<file path="src/rtl/id_ex_stage_if.sv">
// id_ex_stage_if -- bundle between decode, hazard unit, write-back and the
// ID/EX pipeline register.
//   master : drives stall/flush, id_* decode fields and the wb_* write-back
//            port; observes the registered ex_* fields.
//   slave  : the ID/EX register itself (consumes id_*/wb_*, produces ex_*).
interface id_ex_stage_if #(
    parameter int DATA_WIDTH = 32
);
    // hazard control
    logic                  stall;
    logic                  flush;
    // decode side
    logic                  id_valid;
    logic [DATA_WIDTH-1:0] id_pc, id_rd1, id_rd2, id_imm;
    logic [4:0]            id_rs1, id_rs2, id_rd;
    logic                  id_reg_write, id_mem_read, id_mem_write;
    logic                  id_alu_src, id_branch, id_jump;
    logic [1:0]            id_mem_to_reg;
    logic [3:0]            id_alu_ctrl;
    // write-back port (same cycle as the register-file read)
    logic                  wb_reg_write;
    logic [4:0]            wb_rd;
    logic [DATA_WIDTH-1:0] wb_data;
    // execute side
    logic                  ex_valid;
    logic [DATA_WIDTH-1:0] ex_pc, ex_rd1, ex_rd2, ex_imm;
    logic [4:0]            ex_rs1, ex_rs2, ex_rd;
    logic                  ex_reg_write, ex_mem_read, ex_mem_write;
    logic                  ex_alu_src, ex_branch, ex_jump;
    logic [1:0]            ex_mem_to_reg;
    logic [3:0]            ex_alu_ctrl;

    modport master (
        output stall, flush, id_valid, id_pc, id_rd1, id_rd2, id_imm,
               id_rs1, id_rs2, id_rd, id_reg_write, id_mem_read, id_mem_write,
               id_alu_src, id_branch, id_jump, id_mem_to_reg, id_alu_ctrl,
               wb_reg_write, wb_rd, wb_data,
        input  ex_valid, ex_pc, ex_rd1, ex_rd2, ex_imm, ex_rs1, ex_rs2, ex_rd,
               ex_reg_write, ex_mem_read, ex_mem_write, ex_alu_src, ex_branch,
               ex_jump, ex_mem_to_reg, ex_alu_ctrl
    );

    modport slave (
        input  stall, flush, id_valid, id_pc, id_rd1, id_rd2, id_imm,
               id_rs1, id_rs2, id_rd, id_reg_write, id_mem_read, id_mem_write,
               id_alu_src, id_branch, id_jump, id_mem_to_reg, id_alu_ctrl,
               wb_reg_write, wb_rd, wb_data,
        output ex_valid, ex_pc, ex_rd1, ex_rd2, ex_imm, ex_rs1, ex_rs2, ex_rd,
               ex_reg_write, ex_mem_read, ex_mem_write, ex_alu_src, ex_branch,
               ex_jump, ex_mem_to_reg, ex_alu_ctrl
    );
endinterface

</file>
<file path="src/rtl/id_ex_stage.sv">
// id_ex_stage -- ID/EX pipeline register with stall hold, flush bubble and
// write-back-to-decode bypass on the two register operands.
// Ports:
//   clk       : clock, all state on rising edge
//   rst_n     : synchronous active-low reset
//   bus       : id_ex_stage_if.slave (stall/flush, id_*, wb_* in; ex_* out)
//   stall_cnt : (ID_EX_PERF_CNT_EN only) saturating count of valid stall edges
//   flush_cnt : (ID_EX_PERF_CNT_EN only) saturating count of flush edges
// Build option: define ID_EX_PERF_CNT_EN to add the hazard counters.
// Edge priority: reset > flush > stall > load. All outputs are registered.
module id_ex_stage #(
    parameter int DATA_WIDTH = 32
) (
    input  logic          clk,
    input  logic          rst_n,
    id_ex_stage_if.slave  bus
`ifdef ID_EX_PERF_CNT_EN
    ,
    output logic [31:0]   stall_cnt,
    output logic [31:0]   flush_cnt
`endif
);

    typedef struct packed {
        logic                  valid;
        logic [DATA_WIDTH-1:0] pc;
        logic [DATA_WIDTH-1:0] rd1;
        logic [DATA_WIDTH-1:0] rd2;
        logic [DATA_WIDTH-1:0] imm;
        logic [4:0]            rs1;
        logic [4:0]            rs2;
        logic [4:0]            rd;
        logic                  reg_write;
        logic                  mem_read;
        logic                  mem_write;
        logic                  alu_src;
        logic                  branch;
        logic                  jump;
        logic [1:0]            mem_to_reg;
        logic [3:0]            alu_ctrl;
    } stage_t;

    stage_t r_ex;
    stage_t w_load;
    logic   w_fwd1, w_fwd2;

    // Register-file write in the same cycle as the read: the read port still
    // returns the old value, so take the write-back data instead. x0 is never
    // forwarded since it is hard-wired to zero.
    assign w_fwd1 = bus.wb_reg_write && (bus.wb_rd != 5'd0) && (bus.wb_rd == bus.id_rs1);
    assign w_fwd2 = bus.wb_reg_write && (bus.wb_rd != 5'd0) && (bus.wb_rd == bus.id_rs2);

    always_comb begin
        w_load       = '0;
        w_load.valid = bus.id_valid;
        w_load.pc    = bus.id_pc;
        w_load.rd1   = w_fwd1 ? bus.wb_data : bus.id_rd1;
        w_load.rd2   = w_fwd2 ? bus.wb_data : bus.id_rd2;
        w_load.imm   = bus.id_imm;
        w_load.rs1   = bus.id_rs1;
        w_load.rs2   = bus.id_rs2;
        w_load.rd    = bus.id_rd;
        // Control only travels with a real instruction; data fields are kept
        // even for an invalid slot.
        if (bus.id_valid) begin
            w_load.reg_write  = bus.id_reg_write;
            w_load.mem_read   = bus.id_mem_read;
            w_load.mem_write  = bus.id_mem_write;
            w_load.alu_src    = bus.id_alu_src;
            w_load.branch     = bus.id_branch;
            w_load.jump       = bus.id_jump;
            w_load.mem_to_reg = bus.id_mem_to_reg;
            w_load.alu_ctrl   = bus.id_alu_ctrl;
        end
    end

    always_ff @(posedge clk) begin
        if (!rst_n)         r_ex <= '0;
        else if (bus.flush) r_ex <= '0;      // bubble wins over stall
        else if (!bus.stall) r_ex <= w_load;
        // stall: hold, no late bypass into the held entry
    end

    assign bus.ex_valid      = r_ex.valid;
    assign bus.ex_pc         = r_ex.pc;
    assign bus.ex_rd1        = r_ex.rd1;
    assign bus.ex_rd2        = r_ex.rd2;
    assign bus.ex_imm        = r_ex.imm;
    assign bus.ex_rs1        = r_ex.rs1;
    assign bus.ex_rs2        = r_ex.rs2;
    assign bus.ex_rd         = r_ex.rd;
    assign bus.ex_reg_write  = r_ex.reg_write;
    assign bus.ex_mem_read   = r_ex.mem_read;
    assign bus.ex_mem_write  = r_ex.mem_write;
    assign bus.ex_alu_src    = r_ex.alu_src;
    assign bus.ex_branch     = r_ex.branch;
    assign bus.ex_jump       = r_ex.jump;
    assign bus.ex_mem_to_reg = r_ex.mem_to_reg;
    assign bus.ex_alu_ctrl   = r_ex.alu_ctrl;

`ifdef ID_EX_PERF_CNT_EN
    logic [31:0] r_stall_cnt, r_flush_cnt;

    // Only stalls that actually hold a live instruction are counted.
    always_ff @(posedge clk) begin
        if (!rst_n) begin
            r_stall_cnt <= '0;
            r_flush_cnt <= '0;
        end else begin
            if (bus.stall && !bus.flush && r_ex.valid && (r_stall_cnt != 32'hFFFF_FFFF))
                r_stall_cnt <= r_stall_cnt + 32'd1;
            if (bus.flush && (r_flush_cnt != 32'hFFFF_FFFF))
                r_flush_cnt <= r_flush_cnt + 32'd1;
        end
    end

    assign stall_cnt = r_stall_cnt;
    assign flush_cnt = r_flush_cnt;
`endif

endmodule

</file>
<file path="src/flat_wrapper.sv">
// flat-port wrapper written by rule: the top's interface ports become plain ports
module id_ex_stage_flat 
#(
    parameter int DATA_WIDTH = 32
)
  (clk, rst_n, bus_stall, bus_flush, bus_id_valid, bus_id_pc, bus_id_rd1, bus_id_rd2, bus_id_imm, bus_id_rs1, bus_id_rs2, bus_id_rd, bus_id_reg_write, bus_id_mem_read, bus_id_mem_write, bus_id_alu_src, bus_id_branch, bus_id_jump, bus_id_mem_to_reg, bus_id_alu_ctrl, bus_wb_reg_write, bus_wb_rd, bus_wb_data, bus_ex_valid, bus_ex_pc, bus_ex_rd1, bus_ex_rd2, bus_ex_imm, bus_ex_rs1, bus_ex_rs2, bus_ex_rd, bus_ex_reg_write, bus_ex_mem_read, bus_ex_mem_write, bus_ex_alu_src, bus_ex_branch, bus_ex_jump, bus_ex_mem_to_reg, bus_ex_alu_ctrl);
  id_ex_stage_if #(.DATA_WIDTH(DATA_WIDTH)) bus_i ();
  input  logic clk;
  input  logic rst_n;
  input wire logic [$bits(bus_i.stall)-1:0] bus_stall;
  input wire logic [$bits(bus_i.flush)-1:0] bus_flush;
  input wire logic [$bits(bus_i.id_valid)-1:0] bus_id_valid;
  input wire logic [$bits(bus_i.id_pc)-1:0] bus_id_pc;
  input wire logic [$bits(bus_i.id_rd1)-1:0] bus_id_rd1;
  input wire logic [$bits(bus_i.id_rd2)-1:0] bus_id_rd2;
  input wire logic [$bits(bus_i.id_imm)-1:0] bus_id_imm;
  input wire logic [$bits(bus_i.id_rs1)-1:0] bus_id_rs1;
  input wire logic [$bits(bus_i.id_rs2)-1:0] bus_id_rs2;
  input wire logic [$bits(bus_i.id_rd)-1:0] bus_id_rd;
  input wire logic [$bits(bus_i.id_reg_write)-1:0] bus_id_reg_write;
  input wire logic [$bits(bus_i.id_mem_read)-1:0] bus_id_mem_read;
  input wire logic [$bits(bus_i.id_mem_write)-1:0] bus_id_mem_write;
  input wire logic [$bits(bus_i.id_alu_src)-1:0] bus_id_alu_src;
  input wire logic [$bits(bus_i.id_branch)-1:0] bus_id_branch;
  input wire logic [$bits(bus_i.id_jump)-1:0] bus_id_jump;
  input wire logic [$bits(bus_i.id_mem_to_reg)-1:0] bus_id_mem_to_reg;
  input wire logic [$bits(bus_i.id_alu_ctrl)-1:0] bus_id_alu_ctrl;
  input wire logic [$bits(bus_i.wb_reg_write)-1:0] bus_wb_reg_write;
  input wire logic [$bits(bus_i.wb_rd)-1:0] bus_wb_rd;
  input wire logic [$bits(bus_i.wb_data)-1:0] bus_wb_data;
  output wire logic [$bits(bus_i.ex_valid)-1:0] bus_ex_valid;
  output wire logic [$bits(bus_i.ex_pc)-1:0] bus_ex_pc;
  output wire logic [$bits(bus_i.ex_rd1)-1:0] bus_ex_rd1;
  output wire logic [$bits(bus_i.ex_rd2)-1:0] bus_ex_rd2;
  output wire logic [$bits(bus_i.ex_imm)-1:0] bus_ex_imm;
  output wire logic [$bits(bus_i.ex_rs1)-1:0] bus_ex_rs1;
  output wire logic [$bits(bus_i.ex_rs2)-1:0] bus_ex_rs2;
  output wire logic [$bits(bus_i.ex_rd)-1:0] bus_ex_rd;
  output wire logic [$bits(bus_i.ex_reg_write)-1:0] bus_ex_reg_write;
  output wire logic [$bits(bus_i.ex_mem_read)-1:0] bus_ex_mem_read;
  output wire logic [$bits(bus_i.ex_mem_write)-1:0] bus_ex_mem_write;
  output wire logic [$bits(bus_i.ex_alu_src)-1:0] bus_ex_alu_src;
  output wire logic [$bits(bus_i.ex_branch)-1:0] bus_ex_branch;
  output wire logic [$bits(bus_i.ex_jump)-1:0] bus_ex_jump;
  output wire logic [$bits(bus_i.ex_mem_to_reg)-1:0] bus_ex_mem_to_reg;
  output wire logic [$bits(bus_i.ex_alu_ctrl)-1:0] bus_ex_alu_ctrl;
  assign bus_i.stall = bus_stall;
  assign bus_i.flush = bus_flush;
  assign bus_i.id_valid = bus_id_valid;
  assign bus_i.id_pc = bus_id_pc;
  assign bus_i.id_rd1 = bus_id_rd1;
  assign bus_i.id_rd2 = bus_id_rd2;
  assign bus_i.id_imm = bus_id_imm;
  assign bus_i.id_rs1 = bus_id_rs1;
  assign bus_i.id_rs2 = bus_id_rs2;
  assign bus_i.id_rd = bus_id_rd;
  assign bus_i.id_reg_write = bus_id_reg_write;
  assign bus_i.id_mem_read = bus_id_mem_read;
  assign bus_i.id_mem_write = bus_id_mem_write;
  assign bus_i.id_alu_src = bus_id_alu_src;
  assign bus_i.id_branch = bus_id_branch;
  assign bus_i.id_jump = bus_id_jump;
  assign bus_i.id_mem_to_reg = bus_id_mem_to_reg;
  assign bus_i.id_alu_ctrl = bus_id_alu_ctrl;
  assign bus_i.wb_reg_write = bus_wb_reg_write;
  assign bus_i.wb_rd = bus_wb_rd;
  assign bus_i.wb_data = bus_wb_data;
  assign bus_ex_valid = bus_i.ex_valid;
  assign bus_ex_pc = bus_i.ex_pc;
  assign bus_ex_rd1 = bus_i.ex_rd1;
  assign bus_ex_rd2 = bus_i.ex_rd2;
  assign bus_ex_imm = bus_i.ex_imm;
  assign bus_ex_rs1 = bus_i.ex_rs1;
  assign bus_ex_rs2 = bus_i.ex_rs2;
  assign bus_ex_rd = bus_i.ex_rd;
  assign bus_ex_reg_write = bus_i.ex_reg_write;
  assign bus_ex_mem_read = bus_i.ex_mem_read;
  assign bus_ex_mem_write = bus_i.ex_mem_write;
  assign bus_ex_alu_src = bus_i.ex_alu_src;
  assign bus_ex_branch = bus_i.ex_branch;
  assign bus_ex_jump = bus_i.ex_jump;
  assign bus_ex_mem_to_reg = bus_i.ex_mem_to_reg;
  assign bus_ex_alu_ctrl = bus_i.ex_alu_ctrl;
  id_ex_stage #(.DATA_WIDTH(DATA_WIDTH)) u_core (.clk(clk), .rst_n(rst_n), .bus(bus_i));
endmodule
</file>
<file path="config.mk">
export PLATFORM = sky130hd
export DESIGN_NAME = id_ex_stage_flat
export DESIGN_NICKNAME = d
export VERILOG_FILES = /design/src/rtl/id_ex_stage_if.sv /design/src/rtl/id_ex_stage.sv /design/src/flat_wrapper.sv
export SDC_FILE = /design/constraint.sdc
export NUM_CORES = 1
export LEC_CHECK = 0
export CAP_MARGIN = 20
export CORE_AREA = 2 2 136 138
export CTS_BUF_LIST = sky130_fd_sc_hd__clkbuf_16
export CTS_CLUSTER_SIZE = 25
export DETAILED_ROUTE_END_ITERATION = 8
export DIE_AREA = 0 0 138 140
export GPL_ROUTABILITY_DRIVEN = 0
export PLACE_DENSITY = 0.77
export SLEW_MARGIN = 20
export SYNTH_ARGS = -nofsm -noshare
export SYNTH_HDL_FRONTEND = slang
export SYNTH_SLANG_ARGS = --single-unit
</file>
<file path="constraint.sdc">
create_clock -name clk -period 4.9 [get_ports clk]
set_clock_uncertainty 0.05 [all_clocks]
set_input_delay 0.735 -clock clk [delete_from_list [all_inputs] [get_ports clk]]
set_output_delay 0.735 -clock clk [all_outputs]
set_load 0.02 [all_outputs]
</file>
* Word level (Yosys, flattened, before mapping)
Cells that the tools add are included.
** Storage, ports and cells
- Register bits :: 156
- Logic and storage cells :: 27
- Input port bits :: 198
** Cells by class
- Eq/ne operators :: 2
- Mux-type cells :: 3
- Reductions and logical operators :: 5
- Bitwise gates (word level) :: 1
** Operators with widths (count)
- $mux 32 :: 2
- $mux 12 :: 1
- $eq 5x5->1 :: 2
- $reduce_bool 5->1 :: 1
- $logic_and 1x1->1 :: 3
- $reduce_or 2->1 :: 1
- $not 1->1 :: 1

* Longest topological paths before layout
Gate-level depths: netlist of the first run.
- Depth in word-level cells :: 4
- Mapped depth :: 6

* Worst setup path after synthesis of the first run
Ideal clock, no wire load.
- Path type :: input -> register
- Start :: input port bus_wb_rd[4]
- End :: register u_core.r_ex, in the netlist u_core.bus.ex_rd2[10]
- Stages :: 6
- Path buffers :: 2
- Arrival :: 2030 ps
- Required time :: 4721 ps
- Library setup time :: 129 ps
- Path slack :: 2691 ps
- Cells stage by stage :: or4_1 o21a_1 buf_6 buf_2 a311oi_1 a211oi_2
** Between the ends
- Cells in the longest elaborated chain, start to end :: 4
- Elaborated cells between the ends (all ways) :: 5
** Ends and longest elaborated chain
- from (decl) :: line flat_wrapper.sv:29 : input wire logic [$bits(bus_i.wb_rd)-1:0] bus_wb_rd;
- $reduce_bool 5->1 :: line id_ex_stage.sv:51 : assign w_fwd2 = bus.wb_reg_write && (bus.wb_rd != 5'd0) && (bus.wb_rd == bus.id_rs2);
- $logic_and 1x1->1 :: line id_ex_stage.sv:51
- $logic_and 1x1->1 * :: line id_ex_stage.sv:51
- $mux 32 * :: line id_ex_stage.sv:58 : w_load.rd2 = w_fwd2 ? bus.wb_data : bus.id_rd2;
- to (signal assigned) :: line id_ex_stage.sv:80 : else if (!bus.stall) r_ex <= w_load;
- to (decl) :: line id_ex_stage.sv:43 : stage_t r_ex;
Every way passes the cells marked *; elsewhere a longest branch is shown, timed or not.
A chain may end at the register's enable or synchronous reset.

* Final worst setup path of the first run
- Start :: input port bus_wb_rd[4]
- End :: register u_core.r_ex, in the netlist u_core.bus.ex_rd2[19]
Same word-level chain as after synthesis.

==> flow_summary.toml, run 1 <==
[detailed_routing]
wl_met2_microns = 11200
num_vias = 6413
wl_per_cell_microns = 19.3
drt_iter0_markers = 333
maxUsedRoutingLayer = "met4"
drtAntennaViolNets = 0
avgViaCountPerCell = 5.30
route.detailed.drc = 0
drt-met1-wl_microns = 9210
route.met3.wl_microns = 2300
drt-pass1-iter-count = 5
drt-total-wl_microns = 23300

[timing]
timing.final.crit_share = 0.595
fmax_mhz = 343
slew_viol_final = 0
final.setup.tns_ns = 0
worstMarginPinSlew_ns = 1.02
maxSlewHeadroom = 0.320
setup_viol = 0
rsz0062_at_grt = "false"
min_period_ns = 2.91
hold_viol = 0

[cts]
holdBufCountCts = 0
clk_latency_ns = 0.42
clk_pin_slew_ns = 0.07
cts_tree = "built"
cts_root_buf = "clkbuf_16"
cts_resized = 0
cts_buffer_depth = 2
cts_setup_buffers = 0
htreeDepth = 4
cts_inserted_buffers = 17
cts_sinks = 156

[logic_synthesis]
synthCells = 658
synth_area_leaders = "dfxtp_1 (47%), mux2i_1 (12%), a311oi_1 (8.5%)"
avgSynthCellArea_sq_um = 10.0
synth_top_area_frac = 0.475
syn_area_sq_um = 6580
synth_fp_nets = 856
synth_cell_types = 21
synth-seq-cells = 156
yosys_warnings = 0
ys_seq_area_frac = 0.475
synth_area_leader_cell = "dfxtp_1"

[worst_setup_path]
critPathMaxFanout = 27
arrival_ns = 3.20
start_kind = "primary input"
required_ns = 5.18
endpoint_kind = "flip-flop"
critical_path_class = "in -> reg"

[flow_run]
maxCapViolCount = 0

[placed_design]
placed_area_sq_um = 10100
port_buffers = 353
place_hpwl_microns = 16200

[floorplanning]
core.rowCount = 49
die_h_microns = 140
initial_core_util = 0.370
die_w_microns = 138
pin_count = 354
die-area_sq_um = 19300
core_area_sq_um = 17800

[status]
outcome = "finished clean"

[finish]
layout_common_cells = "clkdlybuf4s50_1 (352), dfxtp_1 (156), nor2_1 (124), mux2i_1 (79)"
layout-drive-gt1-share = 0.0947
nFillCells = 1503
syn_to_final_growth_pct = 63.5
final_common_cell = "clkdlybuf4s50_1"
postLayoutCellArea_sq_um = 10800
num_antenna_cells = 0
final_nets = 1167

[worst_hold_path]
hp-class = "reg -> reg"

[power_and_ir_drop]
ir_worst_vdd_mv = 0.233
p_per_area_nw_per_um2 = 309
p_leak_nw = 3.91

[global_routing]
grt_use_total = 0.233
grt_pass1_vias = 6429
grt_pass1_wl_microns = 35900
antenna_found_initial = 0
grt_max_degree = 97
grt-ovfl-total = 0
==> worst max-delay path, stage by stage <==
cell and delay, ns:
clkdlybuf4s50_1 0.47, or4_1 0.54, o21a_2 0.40, and3_1 0.43, buf_4 0.33, a211oi_1 0.26
==> report_power, final <==
part           switching [mW]  internal (mW)  total (mW)
logic                   0.274          0.294       0.568
clock network           0.598          0.823        1.42
registers              0.0243           1.31        1.34
total                   0.896           2.43        3.33
==> final timing paths <==
kind / from / endpoint / slack (ns) / cells after the start
max: bus_wb_rd[4] / u_core.bus.ex_rd2[19]$_SDFFE_PP0N_ / 1.99 / 6
min: u_core.bus.ex_pc[20]$_SDFFE_PP0N_ / u_core.bus.ex_pc[20]$_SDFFE_PP0N_ / 0.45 / 2
max reg2reg: u_core.bus.ex_rd2[12]$_SDFFE_PP0N_ / u_core.bus.ex_rd2[12]$_SDFFE_PP0N_ / 4.07 / 2
min reg2reg: u_core.bus.ex_pc[20]$_SDFFE_PP0N_ / u_core.bus.ex_pc[20]$_SDFFE_PP0N_ / 0.45 / 2
==> layer usage <==
metal / vias up / global-route usage
met5: - / 0
li1: 3057 / -
met3: 32 / 0.0892
met2: 304 / 0.384
met1: 3020 / 0.279
met4: 0 / 0.0843
==> kinds of logic (layout without fill, tap and decap cells) <==
logic type	count (synthesis)	in the layout	synth area share
AND/OR/NAND/NOR	134	134	0.0793
AO/OA/AOI/OAI	206	206	0.254
multiplexers	79	79	0.120
buffers and inverters	73	397	0.0591
XOR/XNOR	10	10	0.0133
flip-flops	156	156	0.475
==> through the flow <==
step | hold slack, ns | setup WS (ns) | cells | utilization | power (mW)
after global placement | 0.421 | 1.63 | 1179 | 0.570 | 1.93
after detailed placement | 0.436 | 1.57 | 1179 | 0.570 | 1.93
after global routing | 0.469 | 1.83 | 1211 | 0.605 | 3.44
final | 0.447 | 1.99 | 1211 | 0.605 | 3.33
after floorplan | 0.540 | 2.69 | 658 | - | 1.63
after CTS | 0.451 | 2.02 | 1211 | 0.605 | 3.35
==> Yosys cell counts (all sizes together) <==
| master | number |
|---|---|
| nand2b | 1 |
| dfxtp | 156 |
| clkinv | 1 |
| nor3 | 2 |
| and3 | 2 |
| a21oi | 1 |
| xor2 | 10 |
| a311oi | 64 |
| nor2 | 126 |
| mux2i | 79 |
| clkbuf | 49 |
| buf | 23 |
| o21a | 1 |
| nor2b | 2 |
| a211oi | 64 |
| o21ai | 64 |
| a22oi | 12 |
| or4 | 1 |
==> area by class of cell <==
type	count	area (sq um)	area share
clock inverters	15	199	0.0185
inverters	1	3.75	0.000349
repair buffers	364	3620	0.336
clock buffers	17	425	0.0395
well taps	229	287	0.0266
multi-input cells	429	3100	0.288
flip-flops and latches	156	3120	0.290
Note: power is estimated with default switching activity, not from simulation.
==> inputs of run 2 (changes only) <==
--- a/config.mk
+++ b/config.mk
@@ -6,13 +6,13 @@
 export NUM_CORES = 1
 export LEC_CHECK = 0
 export CAP_MARGIN = 20
-export CORE_AREA = 2 2 136 138
+export CORE_AREA = 2 2 137 139
 export CTS_BUF_LIST = sky130_fd_sc_hd__clkbuf_16
 export CTS_CLUSTER_SIZE = 25
 export DETAILED_ROUTE_END_ITERATION = 8
-export DIE_AREA = 0 0 138 140
+export DIE_AREA = 0 0 139 141
 export GPL_ROUTABILITY_DRIVEN = 0
-export PLACE_DENSITY = 0.77
+export PLACE_DENSITY = 0.76
 export SLEW_MARGIN = 20
 export SYNTH_ARGS = -nofsm -noshare
 export SYNTH_HDL_FRONTEND = slang
==> constraint.sdc (replaced) <==
create_clock -name clk -period 3 [get_ports clk]
set_clock_uncertainty 0.05 [all_clocks]
set_input_delay 0.45 -clock clk [delete_from_list [all_inputs] [get_ports clk]]
set_output_delay 0.45 -clock clk [all_outputs]
set_load 0.02 [all_outputs]
==> flow_summary.toml, run 2 (synthesized netlist as in run 1, its figures left out) <==
[floorplanning]
core.rowCount = 50
core_area_sq_um = 18300
pin_count = 354
die_h_microns = 141
initial_core_util = 0.360
die-area_sq_um = 19600
die_w_microns = 139

[cts]
clk_latency_ns = 0.42
cts_sinks = 156
holdBufCountCts = 0
cts_tree = "built"
clk_pin_slew_ns = 0.07
htreeDepth = 4
cts_setup_buffers = 0
cts_inserted_buffers = 17
cts_resized = 0
cts_buffer_depth = 2
cts_root_buf = "clkbuf_16"

[detailed_routing]
drt-total-wl_microns = 22900
drt-pass1-iter-count = 4
route.detailed.drc = 0
drtAntennaViolNets = 0
drt_iter0_markers = 282
wl_per_cell_microns = 18.8
num_vias = 6448
avgViaCountPerCell = 5.28

[timing]
worstMarginPinSlew_ns = 0.607
setup_viol = 0
final.setup.tns_ns = 0
min_period_ns = 2.28
hold_viol = 0
fmax_mhz = 439
rsz0062_at_grt = "false"
slew_viol_final = 0
timing.final.ws_setup_ns = 0.721
timing.final.crit_share = 0.760
maxSlewHeadroom = 0.596

[worst_setup_path]
critPathMaxStageDelay_ns = 0.55
start_kind = "primary input"
critical_path_class = "in -> reg"
path_cells = "clkdlybuf4s50_1, or4_1, o21a_2, and3_2, buf_4, a211oi_2"
critPathMaxFanout = 32
required_ns = 3.29
cp_slowest_cell = "or4_1"
crit_start = "bus_wb_rd[4]"
endpoint_kind = "flip-flop"
arrival_ns = 2.57
r2r_start = "u_core.bus.ex_rd2[22]$_SDFFE_PP0N_"

[finish]
num_antenna_cells = 0
layout-drive-gt1-share = 0.0993
syn_to_final_growth_pct = 64.7
final_common_cell = "clkdlybuf4s50_1"
final_nets = 1172
layout_common_cells = "clkdlybuf4s50_1 (352), dfxtp_1 (156), nor2_1 (124), mux2i_1 (79)"
fin_util = 0.593

[power_and_ir_drop]
internal_power_mw = 3.91
power_frac_comb = 0.174
p_leak_nw = 3.95
ir_worst_vdd_mv = 0.359
switching_share = 0.276
p_per_area_nw_per_um2 = 498
pwr-share-clk = 0.421
p_seq_frac = 0.405
switching_power_mw = 1.49

[worst_hold_path]
min-delay-start = "u_core.bus.ex_rs1[1]$_SDFFE_PP0N_"
hp-class = "reg -> reg"

[global_routing]
grt-ovfl-total = 0
grt_max_degree = 89
antenna_found_initial = 0
grt_use_total = 0.224
grt_pass1_vias = 6344
grt_pass1_wl_microns = 35100

[placed_design]
dp_slack_ns = 0.303
place_hpwl_microns = 16100
port_buffers = 353

[status]
outcome = "finished clean"

[flow_run]
maxCapViolCount = 0
[run 2: cell count changes in the layout (fill, tap and decap cells not counted), sizes merged]
cell      change
buf           +5
clkinvlp      -1
clkinv        +2
bufinv        -1
[run 2: worst paths after layout]
kind | end | slack [ns] | cells after the start
setup reg to reg | u_core.bus.ex_rd2[22]$_SDFFE_PP0N_ | 2.17 | 2
setup / recovery | u_core.bus.ex_rd1[2]$_SDFFE_PP0N_ | 0.72 | 6
hold reg to reg | u_core.bus.ex_rs1[1]$_SDFFE_PP0N_ | 0.45 | 2
hold / removal | u_core.bus.ex_rs1[1]$_SDFFE_PP0N_ | 0.45 | 2
[run 2: power by group through the flow]
| stage | Combinational (mW) | Clock, mW | Sequential (mW) |
|---|---|---|---|
| 4_1_cts | 0.943 | 2.33 | 2.19 |
| 6_report | 0.939 | 2.28 | 2.19 |
| 3_3_place_gp | 0.935 | 0 | 2.23 |
| 3_5_place_dp | 0.938 | 0 | 2.23 |
| 2_1_floorplan | 0.336 | 0 | 2.32 |
| 5_1_grt | 0.999 | 2.42 | 2.19 |
[run 2: cell type report]
cell class	instances	area [sq um]
Clock buffer	17	425
Clock inverter	15	195
Fill cell	1596	7430
Inverter	1	3.75
Multi-Input combinational cell	429	3100
Sequential cell	156	3120
Tap cell	234	293
Timing Repair Buffer	369	3690
[run 2: metal layers]
layer  track usage  routed length, microns  vias to the layer above
met1         0.264                    9060                     3034
met3        0.0876                    2360                       33
met4        0.0739                     510                        0
met2         0.377                   11000                      317
li1              -                       -                     3064
met5             0                       0                        -
[run 2: critical path: cells and delay by family]
kind            cells  cell delay, ns
compound gates      2            0.57
simple gates        2            0.75
buf+inv             2            0.75
[run 2: per-stage QoR]
stage,std cells,power [mW],hold WS [ns],area (sq um)
finish,1221,5.40,0.447,10800
global route,1221,5.62,0.468,10800
CTS,1221,5.45,0.450,10800
detailed placement,1189,3.17,0.436,10200
global placement,1189,3.16,0.423,10200
floorplan,658,2.66,0.540,6580
